<file path="config.mk">
export PLATFORM = sky130hd
export DESIGN_NAME = sysid_probe_master
export DESIGN_NICKNAME = d
export VERILOG_FILES = /design/src/rtl/sysid_probe_master.sv
export SDC_FILE = /design/constraint.sdc
export NUM_CORES = 1
export LEC_CHECK = 0
export ABC_AREA = 1
export ABC_CLOCK_PERIOD_IN_PS = 2400
export CAP_MARGIN = 10
export CORE_ASPECT_RATIO = 0.8
export CORE_UTILIZATION = 51
export CTS_CLUSTER_SIZE = 14
export DETAILED_ROUTE_END_ITERATION = 10
export PLACE_DENSITY = 0.81
export SKIP_LAST_GASP = 1
export SLEW_MARGIN = 40
export SYNTH_ARGS = -nofsm -noshare
export SYNTH_HDL_FRONTEND = slang
export SYNTH_SLANG_ARGS = --single-unit
</file>
<file path="constraint.sdc">
create_clock -name clock -period 2.4 [get_ports clock]
set_clock_uncertainty 0.1 [all_clocks]
set_input_delay 0.48 -clock clock [delete_from_list [all_inputs] [get_ports clock]]
set_output_delay 0.48 -clock clock [all_outputs]
set_load 0.1 [all_outputs]
</file>
<file path="src/rtl/sysid_probe_master.sv">
// rtl/sysid_probe_master.sv - Avalon-MM read master probing system ID and build timestamp
// Macro SYSID_PROBE_TS_CHECK_EN builds the timestamp read and comparison; undefined probes the ID only.
module sysid_probe_master #(
    parameter logic [31:0] EXPECTED_ID        = 32'd0,
    parameter logic [31:0] EXPECTED_TIMESTAMP = 32'd1416924553,
    parameter int          READ_LATENCY       = 0,
    parameter int          TIMEOUT_CYCLES     = 255,
    parameter bit          AUTO_START         = 1'b1
) (
    input  logic        clock,
    input  logic        reset_n,
    input  logic        start,
    output logic        avm_address,
    output logic        avm_read,
    input  logic        avm_waitrequest,
    input  logic [31:0] avm_readdata,
    output logic [31:0] id_value,
    output logic [31:0] timestamp_value,
    output logic        busy,
    output logic        done,
    output logic        match,
    output logic        timeout_err
);
    typedef enum logic [2:0] {
        IDLE   = 3'd0,
        RD_ID  = 3'd1,
        LAT_ID = 3'd2,
        RD_TS  = 3'd3,
        LAT_TS = 3'd4,
        DONE   = 3'd5
    } state_t;

    localparam logic [15:0] TO_LAST  = 16'(TIMEOUT_CYCLES - 1);
    localparam logic [1:0]  LAT_LAST = 2'(READ_LATENCY - 1);
`ifdef SYSID_PROBE_TS_CHECK_EN
    localparam state_t AFTER_ID = RD_TS;
`else
    localparam state_t AFTER_ID = DONE;
`endif

    state_t      state_q, state_d;
    logic [15:0] wait_cnt_q, wait_cnt_d;
    logic [1:0]  lat_cnt_q, lat_cnt_d;
    logic        first_q, first_d;
    logic [31:0] id_q, id_d;
    logic [31:0] ts_q, ts_d;
    logic        busy_q, busy_d;
    logic        done_q, done_d;
    logic        match_q, match_d;
    logic        timeout_q, timeout_d;

    always_comb begin
        state_d     = state_q;
        wait_cnt_d  = wait_cnt_q;
        lat_cnt_d   = lat_cnt_q;
        first_d     = 1'b0;
        id_d        = id_q;
        ts_d        = ts_q;
        busy_d      = busy_q;
        done_d      = done_q;
        match_d     = match_q;
        timeout_d   = timeout_q;
        avm_read    = 1'b0;
        avm_address = 1'b0;
        case (state_q)
            IDLE, DONE: begin
                if (start || (first_q && AUTO_START)) begin
                    state_d    = RD_ID;
                    wait_cnt_d = '0;
                    busy_d     = 1'b1;
                    done_d     = 1'b0;
                    match_d    = 1'b0;
                    timeout_d  = 1'b0;
                    id_d       = '0;
                    ts_d       = '0;
                end
            end
            RD_ID: begin
                avm_read = 1'b1;
                if (!avm_waitrequest) begin
                    if (READ_LATENCY == 0) begin
                        id_d       = avm_readdata;
                        state_d    = AFTER_ID;
                        wait_cnt_d = '0;
                    end else begin
                        lat_cnt_d = '0;
                        state_d   = LAT_ID;
                    end
                end else if (wait_cnt_q == TO_LAST) begin
                    timeout_d = 1'b1;
                    state_d   = DONE;
                end else if (wait_cnt_q != 16'hFFFF) begin
                    wait_cnt_d = wait_cnt_q + 16'd1;
                end
            end
            LAT_ID: begin
                if (lat_cnt_q == LAT_LAST) begin
                    id_d       = avm_readdata;
                    state_d    = AFTER_ID;
                    wait_cnt_d = '0;
                end else begin
                    lat_cnt_d = lat_cnt_q + 2'd1;
                end
            end
`ifdef SYSID_PROBE_TS_CHECK_EN
            RD_TS: begin
                avm_read    = 1'b1;
                avm_address = 1'b1;
                if (!avm_waitrequest) begin
                    if (READ_LATENCY == 0) begin
                        ts_d    = avm_readdata;
                        state_d = DONE;
                    end else begin
                        lat_cnt_d = '0;
                        state_d   = LAT_TS;
                    end
                end else if (wait_cnt_q == TO_LAST) begin
                    timeout_d = 1'b1;
                    state_d   = DONE;
                end else if (wait_cnt_q != 16'hFFFF) begin
                    wait_cnt_d = wait_cnt_q + 16'd1;
                end
            end
            LAT_TS: begin
                if (lat_cnt_q == LAT_LAST) begin
                    ts_d    = avm_readdata;
                    state_d = DONE;
                end else begin
                    lat_cnt_d = lat_cnt_q + 2'd1;
                end
            end
`endif
            default: state_d = IDLE;
        endcase
        // Flags resolve on the DONE-entry edge, using the value captured in the same cycle
        if (state_d == DONE && state_q != DONE) begin
            busy_d  = 1'b0;
            done_d  = 1'b1;
            match_d = !timeout_d && (id_d == EXPECTED_ID);
`ifdef SYSID_PROBE_TS_CHECK_EN
            match_d = match_d && (ts_d == EXPECTED_TIMESTAMP);
`endif
        end
    end

    always_ff @(posedge clock or negedge reset_n) begin
        if (!reset_n) begin
            state_q    <= IDLE;
            wait_cnt_q <= '0;
            lat_cnt_q  <= '0;
            first_q    <= 1'b1;
            id_q       <= '0;
            ts_q       <= '0;
            busy_q     <= 1'b0;
            done_q     <= 1'b0;
            match_q    <= 1'b0;
            timeout_q  <= 1'b0;
        end else begin
            state_q    <= state_d;
            wait_cnt_q <= wait_cnt_d;
            lat_cnt_q  <= lat_cnt_d;
            first_q    <= first_d;
            id_q       <= id_d;
            ts_q       <= ts_d;
            busy_q     <= busy_d;
            done_q     <= done_d;
            match_q    <= match_d;
            timeout_q  <= timeout_d;
        end
    end

    assign id_value        = id_q;
    assign timestamp_value = ts_q;
    assign busy            = busy_q;
    assign done            = done_q;
    assign match           = match_q;
    assign timeout_err     = timeout_q;
endmodule
</file>
; Word level (Yosys, flattened, before mapping)
; Cells that the tools add are included.
; W data, S select, Z words.
[op_classes]
muxes = 27
n_reduce_logical = 13
n_eq_ne = 12
bitwise_logic = 1
addsub = 2
[op_table]
columns = operator, count
row1 = $mux W32, 3
row2 = $pmux W32 S3, 1
row3 = $mux W16, 5
row4 = $pmux W16 S3, 1
row5 = $logic_not A32 Y1, 1
row6 = $add A16 B1 Y16 const B, 1
row7 = $eq A16 B8 Y1 const B, 1
row8 = $ne A16 B16 Y1 const B, 1
row9 = $mux W3, 4
row10 = $mux W1, 11
row11 = $ne A3 B3 Y1 const B, 3
row12 = $pmux W3 S3, 1
row13 = $eq A3 B3 Y1 const B, 2
row14 = $reduce_and A5 Y1, 1
row15 = $ne A2 B2 Y1 const B, 2
row16 = $reduce_and A2 Y1, 2
row17 = $reduce_bool A2 Y1, 2
row18 = $eq A3 B1 Y1 const B, 1
row19 = $eq A3 B2 Y1 const B, 1
row20 = $logic_not A3 Y1, 1
row21 = $reduce_bool A3 Y1, 1
row22 = $add A2 B1 Y2 const B, 1
row23 = $eq A2 B2 Y1 const B, 1
row24 = $logic_and A1 B1 Y1, 2
row25 = other kinds (5), 5
[word_totals]
register_bits = 58
input_bits = 36
elab_cells = 64

; Longest topological paths before layout
; Gate-level depths: netlist (run 1).
[logic_depth]
word_depth = 8
depth_mapped = 14
depth_no_buf = 13

; Least setup slack after synthesis (run 1)
; Ideal clock, no wire load.
[synth_timing]
path_type = register to output
from = register state_q[1]
to = output port avm_read
slack_ns = 0.377
required_time_ns = 1.820
n_path_buf = 2
stages_incl_launch_ff = 6
t_arrival_ns = 1.443
path_cell_list = dfrtp_1 inv_2 nand2_1 nor2_1 buf_2 buf_2
[synth_via]
elab_chain_cells = 2
[synth_rtl]
columns = element, line_no
row1 = "start, declared", 41  ; state_t state_q, state_d;
row2 = "start signal, assigned", 159  ; state_q <= state_d;
row3 = $eq A3 B1 Y1, 65  ; case (state_q)
row4 = $mux W1, 65
row5 = "end, declared", 14  ; output logic avm_read,
; No other way between the ends.

; Worst setup path after layout (run 1)
[layout_timing]
from = input port start
to = register match_q, in the netlist match
[layout_via]
elab_chain_cells = 7
elab_cells_between_ends = 16
classes_between = eq/ne (1) / mux (7) / reduce/logical (8)
[layout_rtl]
columns = element, line_no
row1 = "start, declared", 12  ; input logic start,
row2 = $logic_or A1 B1 Y1 (*), 67  ; if (start || (first_q && AUTO_START)) begin
row3 = $mux W3, 67
row4 = $pmux W3 S3, 65
row5 = $eq A3 B3 Y1, 136  ; if (state_d == DONE && state_q != DONE) begin
row6 = $logic_and A1 B1 Y1, 136
row7 = $reduce_bool A2 Y1 (no source line), -
row8 = $reduce_and A2 Y1 (no source line), -
row9 = "end signal, assigned", 167  ; match_q <= match_d;
row10 = "end, declared", 49  ; logic match_q, match_d;
; Every way passes the cells marked *; elsewhere a longest branch is shown, timed or not.
; A chain may end at the register's enable or synchronous reset.

==> impl_metrics.env, run 1 <==
export IMPL_setup_tns_ns=0
export IMPL_drc=0
export IMPL_r2r_end="match"
export IMPL_stdcell_count=924
export IMPL_cp_arrival_ns=2.33
export IMPL_grt_overflow_total=0
export IMPL_hold_buffers=0
export IMPL_worstPathRequired_ns=2.57
export IMPL_antenna_cells=0
export IMPL_io_pins=106
export IMPL_drt_iter0_drc=431
export IMPL_design_die_area_mm2=0.009244
export IMPL_finalSetupViolCount=0
export IMPL_min_period_ns=2.159
export IMPL_crit_family="simple AND/OR/NAND/NOR gates"
export IMPL_nets=846
export IMPL_fin_crit_sh_pct=89.96
export IMPL_worst_pin_slew_ns=0.5096
export IMPL_htree_levels=3
export IMPL_dp_hpwl_mm=8.969
export IMPL_hold_viol=0
export IMPL_p_seq_share_pct=30.1
export IMPL_syn_inst=737
export IMPL_final_cell_mix="nor2_1 (213), nand2_1 (147), inv_1 (86)"
export IMPL_routed_wl_mm=12.50
export IMPL_slowest_stage="clkdlybuf4s50_1"
export IMPL_postCtsSetupRepairBufs=0
export IMPL_place_gp_congestion=0.8893
export IMPL_insertion_delay_ns=0.34
export IMPL_p_leak_nw=2.831
export IMPL_crit_chain="clkdlybuf4s50_1, inv_1, nand2_1, buf_4, nor2_1, nand2_1, nand3_1, nor2_1, nand2_1, nor2_1, nand2_1, nor2_1, nand3_1, nand2_1"
export IMPL_grt_pass1_vias=4414
export IMPL_final_util_pct=63.55
export IMPL_final_common_cell="nor2_1"
export IMPL_peakVddDrop_mv=0.4863
export IMPL_vias=4758
export IMPL_power_total_w=0.003831
export IMPL_cp_buffers_inverters=3
export IMPL_die_y_um=86.20
export IMPL_r2r_start="state_q[1]"
export IMPL_r2r_slack_ns=0.25
export IMPL_slowest_delay_ns=0.45
export IMPL_drtAntennaViolNets=0
export IMPL_layout_setup_ws_ns=0.2409
export IMPL_die_w_um=107.2
export IMPL_outcome="completed"
export IMPL_synth_area_mm2=0.004519
export IMPL_cts_sinks=58
export IMPL_intPower_w=0.002069
export IMPL_cts_root_buf="clkbuf_8"
export IMPL_min_path_type="in2async"
export IMPL_critPathCaptureType="flop"
export IMPL_grt_use_total_pct=28.67
export IMPL_synth_area_per_cell_um2=6.132
export IMPL_yosys_warnings=0
export IMPL_core_area_mm2=0.008521
export IMPL_p_sw_share_pct=45.98
export IMPL_p_clk_share_pct=28.0
export IMPL_placed_cells_incl_taps=908
export IMPL_cts_max_path_buffers=2
export IMPL_ff2ff_path_depth=13
export IMPL_combinationalPowerShare_pct=41.9
export IMPL_maxCapViolCount=0
export IMPL_drt_pass1_iterations=5
export IMPL_startpoint="start"
export IMPL_drive_above_1_share_pct=11.33
export IMPL_pre_cts_ws_ns=-0.07832
export IMPL_ctsResizeCount=0
export IMPL_viasPerCell=5.149
export IMPL_routedWlPerCell_um=13.53
export IMPL_cp_start_kind="input pin"
export IMPL_cts_tree="yes"
export IMPL_max_freq_ghz=0.4632
export IMPL_cts_buffers=9
export IMPL_start_util_pct=53.04
export IMPL_path_class="in2reg"
export IMPL_io_buffers=72
export IMPL_cp_max_fo=20
export IMPL_ys_ff_latch=58
export IMPL_crit_top_cell="nand2_1"
export IMPL_slew_violations=0
export IMPL_power_density_mw_per_mm2=707.4
export IMPL_netSwitchingPower_w=0.001761
export IMPL_grt_pass1_wl_mm=20.86
export IMPL_antenna_found_initial=0
export IMPL_synthDistinctLibCells=30
export IMPL_seq_area_frac_synth_pct=32.14
export IMPL_rows=30
export IMPL_maxSlewHeadroom_pct=66.02
export IMPL_grt_max_degree=40
export IMPL_path_clk_slew_ns=0.07
export IMPL_area_delta_synth_final_pct=19.82
export IMPL_rsz0062_at_grt="false"
layer usage:
metal  up-vias  wire [um]  GRT usage, %
met2       246       5606         43.64
li1       2342          -             -
met4         0        262         11.33
met5         -          0             0
met3        28        981         5.414
met1      2142       5649         40.41
layout make-up:
type	count	area, um^2
fill	764	3105
multi-input combinational	559	2442
sequential	58	1453
timing repair buffer	88	800.8
inverter	91	341.6
clock buffer	12	165.2
tap	112	140.1
clock inverter	4	72.57
power groups by stage:
stage	sequential (W)	clock, W	combinational (W)
floorplan	0.00175	0	0.000689
global placement	0.00116	0	0.00157
detailed placement	0.00117	0	0.00159
CTS	0.00115	0.00109	0.00160
global route	0.00116	0.00114	0.00170
finish	0.00115	0.00107	0.00160
state kept, by name, summed over array words and instances (netlist names):
| signal | cells |
|---|---|
| lat_cnt_q | 2 |
| timeout_err | 1 |
| id_value | 32 |
| done | 1 |
| match | 1 |
| wait_cnt_q | 16 |
| busy | 1 |
| state_q | 3 |
| first_q | 1 |
synthesized netlist by cell type:
library cell  number  area [um^2]
nor2_1           214        803.3
nand2_1          147        551.8
inv_1             86        322.8
dfrtp_1           57         1426
nand3_1           56        280.3
buf_4             38        285.3
o21ai_0           27        135.1
a21oi_1           15        75.07
buf_2             15        75.07
nor3_1            14        70.07
o21ai_1           12        60.06
xor2_1             9        78.83
clkbuf_1           7        26.28
nand4_1            6        37.54
inv_2              5        18.77
nor2_2             4        25.02
ha_1               3        37.54
nor4_1             3        18.77
or2_2              3        18.77
buf_6              2        22.52
nand2_2            2        12.51
nand2_4            2        22.52
nor3b_1            2        15.01
o211ai_1           2        15.01
a21o_1             1        7.510
a21oi_4            1        16.27
a31oi_4            1        21.27
conb_1             1        3.750
dfstp_2            1        26.28
nor3_2             1        10.01
how the worst max path moves through the flow:
stage	endpoint	depth (start not counted)
after global routing	match	13
final	match	14
after CTS	match	14
after detailed placement	match	14
after floorplan	avm_read	5
after global placement	match	14
per-stage QoR:
stage | cell area [um^2] | hold slack (ns)
final | 5415 | 0.007957
after floorplan | 4643 | 0.08441
after global routing | 5415 | 0.02968
after CTS | 5415 | 0.01800
after global placement | 5177 | 0.3603
after detailed placement | 5177 | 0.3709
cell families after synthesis:
logic type / synth area share [%]
XOR/XNOR: 1.744
other: 0.08298
AND/OR/NAND/NOR: 41.28
AO/OA/AOI/OAI: 7.309
flip-flops: 32.14
adder cells (fa/ha/maj): 0.8307
buffers and inverters: 16.61
No activity file was read; power rests on OpenSTA's default activity.
==> run 2, diff against run 1 <==
- CORE_MARGIN: not set -> 4
==> impl_metrics.env, run 2 (synthesis gave the netlist of run 1 again) <==
export IMPL_outcome="completed"
export IMPL_final_common_cell="nor2_1"
export IMPL_cts_sinks=58
export IMPL_slowest_delay_ns=0.46
export IMPL_viasPerCell=5.113
export IMPL_drc=0
export IMPL_postCtsSetupRepairBufs=0
export IMPL_final_util_pct=62.63
export IMPL_fin_crit_sh_pct=89.88
export IMPL_crit_chain="clkdlybuf4s50_1, inv_1, nand2_1, buf_4, nor2_1, nand2_1, nand3_1, nor2_1, nand2_1, nor2_1, nand2_1, nor2_1, nand3_1, nand2_1"
export IMPL_place_gp_congestion=0.9294
export IMPL_path_class="in2reg"
export IMPL_placed_area_mm2=0.005175
export IMPL_min_path_type="in2async"
export IMPL_rows=30
export IMPL_grt_max_degree=59
export IMPL_die_y_um=92.20
export IMPL_pre_cts_ws_ns=-0.05602
export IMPL_drt_pass1_iterations=5
export IMPL_ctsResizeCount=0
export IMPL_final_cell_mix="nor2_1 (213), nand2_1 (147), inv_1 (86)"
export IMPL_io_buffers=72
export IMPL_worstPathRequired_ns=2.58
export IMPL_cts_max_path_buffers=2
export IMPL_start_util_pct=52.81
export IMPL_drtAntennaViolNets=0
export IMPL_routed_wl_mm=12.58
export IMPL_cp_arrival_ns=2.33
export IMPL_final_cell_area_mm2=0.005360
export IMPL_rsz0062_at_grt="false"
export IMPL_area_delta_synth_final_pct=18.60
export IMPL_slew_violations=0
export IMPL_insertion_delay_ns=0.35
export IMPL_max_freq_ghz=0.4636
export IMPL_placed_cells_incl_taps=906
export IMPL_antenna_cells=0
export IMPL_cp_buffers_inverters=3
export IMPL_io_pins=106
export IMPL_drt_iter0_drc=404
export IMPL_power_density_mw_per_mm2=677.6
export IMPL_maxCapViolCount=0
export IMPL_design_die_area_mm2=0.01044
export IMPL_min_period_ns=2.157
export IMPL_htree_levels=3
export IMPL_cp_max_fo=20
export IMPL_nets=844
export IMPL_antenna_found_initial=0
export IMPL_cp_start_kind="input pin"
export IMPL_largest_reg_flops=32
export IMPL_drive_above_1_share_pct=10.99
export IMPL_peakVddDrop_mv=0.3376
export IMPL_vias=4714
export IMPL_hold_buffers=0
export IMPL_p_leak_nw=2.803
export IMPL_path_clk_slew_ns=0.07
export IMPL_grt_pass1_wl_mm=21.01
export IMPL_die_w_um=113.2
export IMPL_cts_tree="yes"
export IMPL_stdcell_count=922
export IMPL_grt_overflow_total=0
export IMPL_grt_pass1_vias=4475
export IMPL_cts_root_buf="clkbuf_8"
export IMPL_cts_buffers=9
export IMPL_crit_family="simple AND/OR/NAND/NOR gates"
export IMPL_hold_viol=0
export IMPL_slowest_stage="clkdlybuf4s50_1"
export IMPL_holdWs_ns=0.02453
export IMPL_finalSetupViolCount=0
export IMPL_crit_top_cell="nand2_1"
export IMPL_grt_use_total_pct=24.59
export IMPL_dp_hpwl_mm=8.875
export IMPL_critPathCaptureType="flop"
export IMPL_layout_setup_ws_ns=0.2428
export IMPL_core_area_mm2=0.008558
export IMPL_routedWlPerCell_um=13.64
-- run 2: changes by cell type in the layout (fill, tap and decap cells not counted) --
cell | before | now
buf_4 | 48 | 45
clkbuf_8 | 12 | 9
clkinv_2 | 1 | 4
buf_12 | 5 | 6
bufinv_16 | 2 | 1
clkbuf_1 | 0 | 1
-- run 2: path summary, 6_finish.rpt --
check / start / cells after the start / slack, ns / to
setup / recovery: start / 14 / 0.24 / match
hold / removal: reset_n / 2 / 0.02 / wait_cnt_q[8]
setup reg to reg: lat_cnt_q[0] / 13 / 0.28 / match
hold reg to reg: lat_cnt_q[0] / 1 / 0.38 / lat_cnt_q[0]
max in group asynchronous: reset_n / 2 / 1.85 / first_q
min in group clock: lat_cnt_q[0] / 1 / 0.38 / lat_cnt_q[0]
-- run 2: report_power, final --
group	internal [W]	switching, W
Sequential	0.00107	0.0000882
Combinational	0.000334	0.00127
Clock	0.000472	0.000405
-- run 2: metal layers --
layer  GRT usage [%]  share of wire [%]  vias up
met4           9.309                1.7        0
met2           37.13                 44      220
li1                -                  -     2344
met3           4.947                7.8       23
met5               0                  0        -
met1           34.68                 46     2127
-- run 2: cell type report --
cell class                 count  area [um^2]
clock buffer                  10        127.6
clock inverter                 6        57.56
fill                         794         3198
inverter                      91        341.6
multi-input combinational    559         2442
sequential                    58         1453
tap                          112        140.1
timing repair buffer          86        798.3
-- run 2: per-stage QoR --
stage                     setup TNS, ns  power (W)
after detailed placement       -0.05602   0.002760
after CTS                             0   0.003637
after global placement                0   0.002735
after global routing                  0   0.003801
after floorplan                       0   0.002435
final                                 0   0.003632
